--- config.mk ---
export PLATFORM = sky130hd
export DESIGN_NAME = serial_add_arbiter
export DESIGN_NICKNAME = d
export VERILOG_FILES = /design/src/rtl/serial_add_arbiter.sv
export SDC_FILE = /design/constraint.sdc
export NUM_CORES = 1
export LEC_CHECK = 0
export BUFFER_PORTS_ARGS = -buffer_cell sky130_fd_sc_hd__buf_4
export CORE_AREA = 2 2 47 49
export DETAILED_ROUTE_END_ITERATION = 10
export DIE_AREA = 0 0 49 51
export GPL_TIMING_DRIVEN = 0
export PLACE_DENSITY = 0.84
export SYNTH_ARGS = -nofsm -noshare
export SYNTH_HDL_FRONTEND = slang
export SYNTH_SLANG_ARGS = --single-unit
--- constraint.sdc ---
create_clock -name clk -period 3.6 [get_ports clk]
set_input_delay 0.9 -clock clk [delete_from_list [all_inputs] [get_ports clk]]
set_output_delay 0.9 -clock clk [all_outputs]
set_load 0.01 [all_outputs]
--- src/rtl/serial_add_arbiter.sv ---
// serial_add_arbiter: round-robin arbiter feeding two requesters into a shared
// LSB-first bit-serial adder, returning sum/carry/id on a valid/ready port.
module serial_add_arbiter #(
  parameter int WIDTH = 4
) (
  input  logic             clk,
  input  logic             reset,
  input  logic             req0_valid,
  input  logic [WIDTH-1:0] req0_a,
  input  logic [WIDTH-1:0] req0_b,
  output logic             req0_ready,
  input  logic             req1_valid,
  input  logic [WIDTH-1:0] req1_a,
  input  logic [WIDTH-1:0] req1_b,
  output logic             req1_ready,
  output logic             res_valid,
  output logic [WIDTH-1:0] res_sum,
  output logic             res_cout,
  output logic             res_id,
  input  logic             res_ready
);
  localparam int CW = $clog2(WIDTH + 1);
  typedef enum logic [1:0] {IDLE, ADD, DONE} state_t;
  state_t           state_q, state_d;
  logic [WIDTH-1:0] a_q, a_d, b_q, b_d, sum_q, sum_d;
  logic [CW-1:0]    cnt_q, cnt_d;
  logic             carry_q, carry_d, id_q, id_d, last_q, last_d;
  logic             grant0, grant1, sum_bit;
  // On a tie the requester that did not win last time is granted.
  assign grant0     = req0_valid && (!req1_valid || last_q);
  assign grant1     = req1_valid && (!req0_valid || !last_q);
  assign req0_ready = (state_q == IDLE) && grant0;
  assign req1_ready = (state_q == IDLE) && grant1;
  assign sum_bit    = a_q[0] ^ b_q[0] ^ carry_q;
  assign res_valid  = (state_q == DONE);
  assign res_sum    = sum_q;
  assign res_cout   = carry_q;
  assign res_id     = id_q;
  always_comb begin
    state_d = state_q;
    a_d     = a_q;
    b_d     = b_q;
    sum_d   = sum_q;
    carry_d = carry_q;
    cnt_d   = cnt_q;
    id_d    = id_q;
    last_d  = last_q;
    if (state_q == IDLE && (grant0 || grant1)) begin
      a_d     = grant1 ? req1_a : req0_a;
      b_d     = grant1 ? req1_b : req0_b;
      sum_d   = '0;
      carry_d = 1'b0;
      cnt_d   = '0;
      id_d    = grant1;
      last_d  = grant1;
      state_d = ADD;
    end else if (state_q == ADD) begin
      a_d     = a_q >> 1;
      b_d     = b_q >> 1;
      sum_d   = (sum_q >> 1) | (WIDTH'(sum_bit) << (WIDTH - 1));
      carry_d = (a_q[0] & b_q[0]) | (a_q[0] & carry_q) | (b_q[0] & carry_q);
      cnt_d   = cnt_q + CW'(1);
      state_d = (cnt_q == CW'(WIDTH - 1)) ? DONE : ADD;
    end else if (state_q == DONE && res_ready) begin
      state_d = IDLE;
    end
  end
  always_ff @(posedge clk) begin
    if (reset) begin
      state_q <= IDLE;
      a_q     <= '0;
      b_q     <= '0;
      sum_q   <= '0;
      carry_q <= 1'b0;
      cnt_q   <= '0;
      id_q    <= 1'b0;
      last_q  <= 1'b1;
    end else begin
      state_q <= state_d;
      a_q     <= a_d;
      b_q     <= b_d;
      sum_q   <= sum_d;
      carry_q <= carry_d;
      cnt_q   <= cnt_d;
      id_q    <= id_d;
      last_q  <= last_d;
    end
  end
endmodule
; ---- Yosys cells after proc, flatten, opt, wreduce, memory -nomap -nowiden
; Cells that the tools add are included.
[totals]
regBits = 20
in_bits = 21
out_inout_bits = 9
elab_cells = 48
[classes]
n_addsub = 1
eq_ne = 3
mux = 10
n_bitwise = 8
reduce_logical = 17
[op_table]
columns = op, count
row1 = $mux 4, 6
row2 = $logic_and 1x1->1, 6
row3 = $mux 2, 3
row4 = $or 3x4->4, 1
row5 = $reduce_bool 2->1, 2
row6 = $add 3x1->3 const B, 1
row7 = $and 1x1->1, 3
row8 = $eq 3x2->1 const B, 1
row9 = $logic_not 1->1, 3
row10 = $logic_or 1x1->1, 3
row11 = $reduce_bool 3->1, 1
row12 = $eq 2x1->1 const B, 1
row13 = $eq 2x2->1 const B, 1
row14 = $logic_not 2->1, 1
row15 = $or 1x1->1, 2
row16 = $reduce_or 2->1, 1
row17 = $xor 1x1->1, 2
row18 = $mux 1, 1

; ---- Depth between registers and ports, before layout
; Gate-level depths: netlist (run 1).
[logic_depth]
word_depth = 6
mapped_depth = 5

; ---- Least setup slack after synthesis (run 1)
; No wires, ideal clock.
[synth_path]
path_kind = input port to output port
start = input req1_valid
end = output req1_ready
t_arrival_ns = 1.388
setup_slack_ns = 1.312
stages = 3
n_path_buf = 1
cell_sequence = a21boi_2 buf_6 and2_2
[synth_via]
elab_chain_cells = 2
[synth_rtl]
columns = element, line_no
row1 = from (decl), 12  ; input logic req1_valid,
row2 = $logic_and 1x1->1, 31  ; assign grant1 = req1_valid && (!req0_valid || !last_q);
row3 = $logic_and 1x1->1, 33  ; assign req1_ready = (state_q == IDLE) && grant1;
row4 = to (decl), 15  ; output logic req1_ready,
; Every way passes these cells.

; ---- Worst setup path in the final report (run 1)
; Same ends and word-level chain as after synthesis.

==> flow_metrics.py, run 1 <==
metrics = {
    "power": {
        "power.total_uw": 544,
        "peakVddDrop_v": 0.000281,
        "p_per_area_nw_per_um2": 417,
        "p_leak_nw": 0.543,
    },
    "worst_setup_path": {
        "max_stage_delay_ns": 0.20,
        "crit_family": "buffers and inverters",
        "r2r_cells": 4,
        "worstPathRequired_ns": 2.70,
        "r2r_end": "cnt_q[0]",
        "crit_end": "req1_ready",
        "worstReg2RegStart": "state_q[1]",
        "slowest_stage": "and2_2",
        "worstSetupStartpointType": "primary input",
        "end_kind": "primary output",
        "path_cells": "buf_4, a21boi_2, buf_6, and2_2, buf_4",
        "arrival_ns": 1.67,
        "path_buf_inv": 3,
        "crit_fanout": 9,
        "reg2reg_slack_ns": 2.31,
        "startpoint": "req1_valid",
        "crit_type": "primary input to primary output",
        "crit_top_cell": "buf_4",
        "cp.depth": 5,
    },
    "final_layout": {
        "nets": 164,
        "final_util_pct": 63.3,
        "num-fill-cells": 171,
        "fin_cells": 167,
        "drive_gt1_share_pct": 36.0,
        "synthToLayoutAreaGrowth_pct": 30.5,
        "antennaDiodeCount": 0,
    },
    "yosys": {
        "synth_top_family_by_area": "compound AO/OA/AOI/OAI gates",
        "syn_area_sq_um": 1000,
        "synth_mux_area_share_pct": 8.51,
        "netlist_instances": 106,
        "synth_fa_ha_area_share_pct": 4.51,
        "yosysWarnings": 0,
        "synth-simple-area-share_pct": 15.3,
        "ys.flop_type": "dfxtp_1",
        "synth_fp_nets": 130,
        "avgSynthCellArea_sq_um": 9.43,
        "synth_seq_cells": 20,
        "synth-edff-count": 0,
        "synthArstFlopShare_pct": 0,
        "synth-compound-area-share_pct": 24.2,
        "synth_cell_types": 29,
        "ys_seq_area_share_pct": 40.1,
        "synth_xor_area_share_pct": 0.876,
    },
    "sta": {
        "fin_crit_ns": 2.57,
        "period_share_pct": 71.4,
        "relSlewSlack_pct": 63.8,
        "max_freq_mhz": 389,
        "setup_slack_ns": 1.03,
        "tightestPinTransition_ns": 0.542,
        "finalMaxSlewViolations": 0,
        "hold_viol": 0,
        "setup_tns_ns": 0,
        "finalClockSkew_ns": 0.00506,
        "setup_viol": 0,
        "grt_setup_unrepaired": "no",
    },
    "floorplanning": {
        "fp.dieH_um": 51,
        "rows": 17,
        "die_w_um": 49,
        "start_util_pct": 48.5,
        "dieArea_sq_um": 2500,
        "ios": 30,
        "core_sq_um": 2060,
    },
    "placed_design": {
        "gp_congestion": 0.732,
        "dpl_worst_slack_ns": 1.03,
        "io_buffers": 29,
        "dp_hpwl_mm": 1.64,
        "dp_cells": 163,
    },
    "clocking": {
        "clockRootBuffer": "clkbuf_4",
        "cts.hold.buffers_added": 0,
        "clk_pin_slew_worst_paths_ns": 0.12,
        "cts_tree": "yes",
        "clk_latency_ns": 0.30,
        "cts-buffers-inserted": 3,
        "ctsResizeCount": 0,
        "cts.sinks": 20,
        "cts_setup_buffers": 0,
        "h-tree-depth": 1,
        "clk_path_buf_depth": 2,
    },
    "detailed_routing": {
        "vias": 882,
        "firstDrtPassIters": 4,
        "ant_nets": 0,
        "wire_per_inst_um": 12.4,
        "drc_errors": 0,
        "first_iter_violations": 16,
        "via_per_inst": 5.28,
        "wirelength_mm": 2.07,
    },
    "global_routing": {
        "grt_max_degree": 13,
        "first_global_vias": 878,
        "grt_overflow": 0,
        "grt_usage_pct": 18.9,
        "antenna_found_initial": 0,
        "grt_pass1_wl_mm": 3.68,
    },
    "run_status": {
        "outcome": "completed",
    },
    "min_path": {
        "min_path_type": "flop to flop",
    },
    "run": {
        "maxCapViolCount": 0,
    },
}
## worst min-delay path by stage
stage | from | to | slack (ns) | depth (start not counted)
global route | a_q[1] | a_q[0] | 0.48 | 2
detailed placement | cnt_q[1] | cnt_q[1] | 0.46 | 2
floorplan | cnt_q[1] | cnt_q[1] | 0.44 | 2
finish | a_q[1] | a_q[0] | 0.47 | 2
CTS | cnt_q[1] | cnt_q[1] | 0.47 | 2
global placement | res_sum[0] | res_sum[0] | 0.44 | 2
## metrics by stage
step	area, sq um	hold slack, ns
after floorplan	1000	0.440
after global placement	1250	0.445
after detailed placement	1250	0.456
after CTS	1310	0.473
after global routing	1310	0.477
final	1310	0.472
## report_power, final
group          switching, mW  leakage, nW  internal, mW
Clock                 0.0709       0.0279         0.113
Combinational         0.0545        0.351        0.0577
Sequential            0.0112        0.164         0.237
Total                  0.137        0.543         0.407
## cell usage in the layout, fill, tap and decap left out, types with 2 or more instances in the layout
master,instances
a21oi_1,17
nand2b_1,2
inv_1,3
nor2_1,3
ha_1,2
a211oi_1,2
a221oi_2,5
mux2i_1,7
o21ai_0,3
buf_4,31
clkbuf_4,3
nand2_1,22
dfxtp_1,20
a31oi_1,2
## routing by layer
layer / global-route usage, % / vias up / wire (um)
met4: 5.71 / 0 / 19
li1: - / 434 / -
met3: 3.80 / 2 / 97
met1: 20.5 / 424 / 820
met5: 0 / - / 0
met2: 37.0 / 22 / 1130
## cell families (layout without fill, tap and decap cells)
logic type	after synthesis	count (layout)
mux	8	8
xor+xnor	1	1
buf+inv	9	42
fa+ha+maj	3	3
simple gates	33	33
compound gates	32	32
flops	20	20
## area by class of cell
cell class	count	area (sq um)	share of cell area (%)
Buffer	6	55.1	4.22
Clock buffer	3	22.5	1.73
Inverter	3	11.3	0.863
Clock inverter	1	30.0	2.30
Tap cell	28	35.0	2.68
Multi-Input combinational cell	77	533	40.8
Timing Repair Buffer	29	218	16.7
Sequential cell	20	400	30.7
## Yosys cell counts (2+ instances only)
cell type / count / area [sq um]
nand2b_1: 2 / 12.5
buf_4: 2 / 15.0
mux2i_1: 7 / 70.1
dfxtp_1: 20 / 400
a221oi_2: 5 / 75.1
a21oi_1: 17 / 85.1
nor2_1: 3 / 11.3
inv_1: 3 / 11.3
a211oi_1: 2 / 15.0
o21ai_0: 3 / 15.0
a31oi_1: 2 / 12.5
ha_1: 2 / 25.0
nand2_1: 22 / 82.6
## registers in the layout (all words and copies together), names as in the netlist
name,flops
last_q,1
cnt_q,3
b_q,4
state_q,2
res_sum,4
res_cout,1
a_q,4
res_id,1
## worst reg2reg max path, delay by kind of cell, from the launching register on
family / cells / cell delay [ns]
xor+xnor: 1 / 0.18
buf+inv: 1 / 0.20
flops: 1 / 0.48
simple gates: 2 / 0.34
Power figures use the tool's default switching activity.
==> inputs of run 2 (changes only) <==
--- a/config.mk
+++ b/config.mk
@@ -6,11 +6,11 @@
 export NUM_CORES = 1
 export LEC_CHECK = 0
 export BUFFER_PORTS_ARGS = -buffer_cell sky130_fd_sc_hd__buf_4
-export CORE_AREA = 2 2 47 49
+export CORE_AREA = 2 2 49 51
 export DETAILED_ROUTE_END_ITERATION = 10
-export DIE_AREA = 0 0 49 51
+export DIE_AREA = 0 0 51 53
 export GPL_TIMING_DRIVEN = 0
-export PLACE_DENSITY = 0.84
+export PLACE_DENSITY = 0.79
 export SYNTH_ARGS = -nofsm -noshare
 export SYNTH_HDL_FRONTEND = slang
 export SYNTH_SLANG_ARGS = --single-unit
==> constraint.sdc (replaced) <==
create_clock -name clk -period 2.6 [get_ports clk]
set_input_delay 0.65 -clock clk [delete_from_list [all_inputs] [get_ports clk]]
set_output_delay 0.65 -clock clk [all_outputs]
set_load 0.01 [all_outputs]
==> run 2 against run 1 <==
Net effect: first-iteration DRC count fell by 6.3%; worst hold slack lost 0.0048 ns; cell area is the same; highest routed layer unchanged.
==> flow_metrics.py, run 2 (same netlist as run 1, synthesis figures left out) <==
metrics = {
    "run_status": {
        "outcome": "completed",
    },
    "global_routing": {
        "first_global_vias": 848,
        "grt_max_degree": 13,
        "grt_overflow": 0,
        "grt_usage_pct": 17.5,
        "grt_pass1_wl_mm": 3.55,
        "antenna_found_initial": 0,
    },
    "sta": {
        "finalClockSkew_ns": 0.00112,
        "grt_setup_unrepaired": "no",
        "hold_viol": 0,
        "finalMaxSlewViolations": 0,
        "period_share_pct": 79.9,
        "relSlewSlack_pct": 62.9,
        "setup_viol": 0,
        "setup_slack_ns": 0.523,
        "tightestPinTransition_ns": 0.557,
        "fin_crit_ns": 2.08,
        "max_freq_mhz": 482,
        "setup_tns_ns": 0,
    },
    "worst_setup_path": {
        "worstPathRequired_ns": 1.95,
        "arrival_ns": 1.43,
        "crit_type": "primary input to primary output",
        "worstSetupStartpointType": "primary input",
        "crit_fanout": 9,
        "r2r_cells": 5,
        "end_kind": "primary output",
    },
    "power": {
        "peakVddDrop_v": 0.000415,
        "power.total_uw": 746,
        "p_leak_nw": 0.543,
        "p_per_area_nw_per_um2": 572,
    },
    "detailed_routing": {
        "wire_per_inst_um": 12.0,
        "drc_errors": 0,
        "first_iter_violations": 15,
        "wirelength_mm": 2.00,
        "firstDrtPassIters": 4,
        "vias": 852,
        "ant_nets": 0,
        "via_per_inst": 5.10,
    },
    "final_layout": {
        "antennaDiodeCount": 0,
        "nets": 164,
        "num-fill-cells": 193,
        "layout_commonest_cell": "buf_4",
        "synthToLayoutAreaGrowth_pct": 30.5,
        "fin_cells": 167,
        "final_util_pct": 60.7,
        "final_cell_mix": "31 x buf_4, 22 x nand2_1, 20 x dfxtp_1, 17 x a21oi_1, 7 x mux2i_1",
        "drive_gt1_share_pct": 36.0,
    },
    "clocking": {
        "cts.hold.buffers_added": 0,
        "clk_latency_ns": 0.29,
        "cts.sinks": 20,
        "cts-buffers-inserted": 3,
        "h-tree-depth": 1,
        "ctsResizeCount": 0,
        "cts_setup_buffers": 0,
        "clk_pin_slew_worst_paths_ns": 0.11,
        "cts_tree": "yes",
        "clockRootBuffer": "clkbuf_4",
        "clk_path_buf_depth": 2,
    },
    "run": {
        "maxCapViolCount": 0,
    },
    "floorplanning": {
        "rows": 17,
        "core_sq_um": 2150,
        "dieArea_sq_um": 2700,
        "fp.dieH_um": 53,
        "die_w_um": 51,
        "start_util_pct": 46.5,
        "ios": 30,
    },
    "placed_design": {
        "dp_hpwl_mm": 1.56,
        "dp_cells": 163,
        "dpl_worst_slack_ns": 0.524,
        "io_buffers": 29,
        "gp_congestion": 0.772,
    },
    "min_path": {
        "min_path_type": "flop to flop",
        "hold_depth": 2,
    },
}
run 2: cell counts in the layout (fill, tap and decap cells not counted):
Identical to the previous run, type by type.
run 2: layer usage:
layer	wire length [um]	global-route usage, %	vias up
met5	0	0	-
met4	40	8.11	0
met3	65	1.98	4
met2	1020	31.6	22
met1	868	20.7	387
li1	-	-	439
run 2: final timing paths:
check          endpoint       start  slack [ns]
min reg2reg  res_sum[0]  res_sum[0]        0.47
max          req1_ready  req1_valid        0.52
min          res_sum[0]  res_sum[0]        0.47
max reg2reg    cnt_q[2]  state_q[0]        1.33
run 2: area by class of cell:
class                           instances  area [sq um]  area share (%)
Inverter                                3          11.3           0.863
Timing Repair Buffer                   29           218            16.7
Clock buffer                            3          22.5            1.73
Sequential cell                        20           400            30.7
Multi-Input combinational cell         77           533            40.8
Clock inverter                          1          30.0            2.30
Tap cell                               28          35.0            2.68
Buffer                                  6          55.1            4.22
run 2: power breakdown:
part | leakage (nW) | internal (mW) | switching (mW) | total (mW)
Clock | 0.0279 | 0.156 | 0.0925 | 0.248
Sequential | 0.164 | 0.328 | 0.0150 | 0.343
Combinational | 0.351 | 0.0799 | 0.0755 | 0.155
Total | 0.543 | 0.563 | 0.183 | 0.746
run 2: metrics by stage:
stage | hold slack [ns] | area [sq um]
detailed placement | 0.453 | 1250
global placement | 0.446 | 1250
global route | 0.498 | 1310
CTS | 0.470 | 1310
floorplan | 0.440 | 1000
finish | 0.467 | 1310
run 2: critical path, stage by stage:
cell      delay, ns
buf_4          0.13
a21boi_2       0.16
buf_6          0.15
and2_2         0.20
buf_4          0.14
==> inputs of run 3 (changes only) <==
--- a/config.mk
+++ b/config.mk
@@ -6,11 +6,11 @@
 export NUM_CORES = 1
 export LEC_CHECK = 0
 export BUFFER_PORTS_ARGS = -buffer_cell sky130_fd_sc_hd__buf_4
-export CORE_AREA = 2 2 49 51
+export CORE_AREA = 2 2 51 53
 export DETAILED_ROUTE_END_ITERATION = 10
-export DIE_AREA = 0 0 51 53
+export DIE_AREA = 0 0 53 55
 export GPL_TIMING_DRIVEN = 0
-export PLACE_DENSITY = 0.79
+export PLACE_DENSITY = 0.77
 export SYNTH_ARGS = -nofsm -noshare
 export SYNTH_HDL_FRONTEND = slang
 export SYNTH_SLANG_ARGS = --single-unit
==> constraint.sdc (replaced) <==
create_clock -name clk -period 1.9 [get_ports clk]
set_input_delay 0.475 -clock clk [delete_from_list [all_inputs] [get_ports clk]]
set_output_delay 0.475 -clock clk [all_outputs]
set_load 0.01 [all_outputs]
==> run 3 against run 2 <==
Net effect: flip-flop and latch count is the same; total power grew 24%; core utilization down 6.1 points; cell area decreased by 1.1%; global-route usage down 0.46 points; clock skew decreased by 0.00057 ns; clock-buffer cell count increased by 1; via count rose by 3.6%; die area increased by 7.8%; sequential share of layout area grew 0.33 points; non-clock buffer count stayed put.
==> flow_metrics.py, run 3 (same netlist as run 1, synthesis figures left out) <==
metrics = {
    "global_routing": {
        "gr-usage-met3_pct": 4.03,
        "grt_overflow": 0,
        "gr-usage-met2_pct": 31.9,
        "busiest_layer": "met2",
        "grt_use_met1_pct": 18.8,
        "grt_pass1_wl_mm": 3.62,
        "first_global_vias": 843,
        "grt_usage_pct": 17.1,
        "antenna_found_initial": 0,
        "grt_max_degree": 12,
    },
    "clocking": {
        "clk_latency_ns": 0.30,
        "cts-buffers-inserted": 3,
        "cts_setup_buffers": 0,
        "clockRootBuffer": "clkbuf_4",
        "clk_path_buf_depth": 2,
        "cts_tree": "yes",
        "cts.hold.buffers_added": 0,
        "cts.sinks": 20,
        "clk_pin_slew_worst_paths_ns": 0.11,
        "ctsResizeCount": 0,
        "h-tree-depth": 1,
    },
    "placed_design": {
        "placed_area_sq_um": 1250,
        "dp_cells": 165,
        "dpl_worst_slack_ns": 0.177,
        "gp_congestion": 0.721,
        "io_buffers": 29,
        "dp_hpwl_mm": 1.64,
    },
    "worst_setup_path": {
        "crit_type": "flop to primary output",
        "reg2reg_slack_ns": 0.62,
        "arrival_ns": 1.26,
        "end_kind": "primary output",
        "worstPathRequired_ns": 1.42,
        "worstSetupStartpointType": "flop",
        "crit_fanout": 6,
    },
    "floorplanning": {
        "die_w_um": 53,
        "start_util_pct": 42.3,
        "fp.dieH_um": 55,
        "rows": 18,
        "core_sq_um": 2360,
        "ios": 30,
        "dieArea_sq_um": 2920,
    },
    "sta": {
        "relSlewSlack_pct": 65.1,
        "tightestPinTransition_ns": 0.523,
        "hold_viol": 0,
        "setup_slack_ns": 0.169,
        "max_freq_mhz": 578,
        "grt_setup_unrepaired": "no",
        "period_share_pct": 91.1,
        "finalMaxSlewViolations": 0,
        "finalClockSkew_ns": 0.000552,
        "setup_viol": 0,
        "fin_crit_ns": 1.73,
        "setup_tns_ns": 0,
    },
    "run": {
        "maxCapViolCount": 0,
    },
    "detailed_routing": {
        "wire_per_inst_um": 12.6,
        "drc_errors": 0,
        "firstDrtPassIters": 4,
        "ant_nets": 0,
        "wirelength_mm": 2.13,
        "via_per_inst": 5.22,
        "vias": 883,
        "first_iter_violations": 15,
    },
    "power": {
        "p_leak_nw": 0.536,
        "p_per_area_nw_per_um2": 719,
        "peakVddDrop_v": 0.000596,
    },
    "final_layout": {
        "final_cell_mix": "31 x buf_4, 22 x nand2_1, 20 x dfxtp_1, 17 x a21oi_1, 7 x mux2i_1",
        "fin_cells": 169,
        "nets": 164,
        "drive_gt1_share_pct": 36.0,
        "layout_commonest_cell": "buf_4",
        "synthToLayoutAreaGrowth_pct": 29.2,
        "final_area_sq_um": 1290,
        "antennaDiodeCount": 0,
    },
    "run_status": {
        "outcome": "completed",
    },
    "min_path": {
        "min_path_type": "primary input to flop",
    },
}
## run 3: final timing paths
path / from / endpoint / cells past startpoint
hold / removal: reset / b_q[0] / 2
setup / recovery: state_q[0] / req0_ready / 4
setup reg to reg: state_q[1] / a_q[1] / 4
hold reg to reg: res_sum[2] / res_sum[1] / 2
## run 3: critical path, cell delays in order, from the launching register on
cell     delay [ns]
dfxtp_1        0.40
nor2_4         0.17
nand2_1        0.11
a21oi_1        0.14
buf_4          0.14
## run 3: layer usage
layer | wire length [um] | share of wire (%) | vias to the layer above
li1 | - | - | 436
met1 | 897 | 42 | 419
met2 | 1110 | 52 | 24
met3 | 93 | 4.4 | 4
met4 | 25 | 1.2 | 0
met5 | 0 | 0 | -
## run 3: report_power, final
| group | total, mW | switching, mW | internal (mW) |
|---|---|---|---|
| logic | 0.213 | 0.104 | 0.109 |
| clock network | 0.246 | 0.129 | 0.117 |
| registers | 0.470 | 0.0214 | 0.449 |
## run 3: through the flow
stage | utilization (%) | power (mW) | hold WS (ns)
2_1_floorplan | - | 0.618 | 0.440
3_3_place_gp | 53.1 | 0.683 | 0.444
3_5_place_dp | 53.1 | 0.693 | 0.463
4_1_cts | 54.6 | 0.934 | 0.352
5_1_grt | 54.6 | 0.980 | 0.341
6_report | 54.6 | 0.929 | 0.354
## run 3: cell type report
class                   instances  area [sq um]
clock buffers                   4          36.3
repair buffers                 29           218
inverters                       3          11.3
multi-input cells              77           533
fillers                       214          1070
plain buffers                   6          55.1
well taps                      30          37.5
flip-flops and latches         20           400
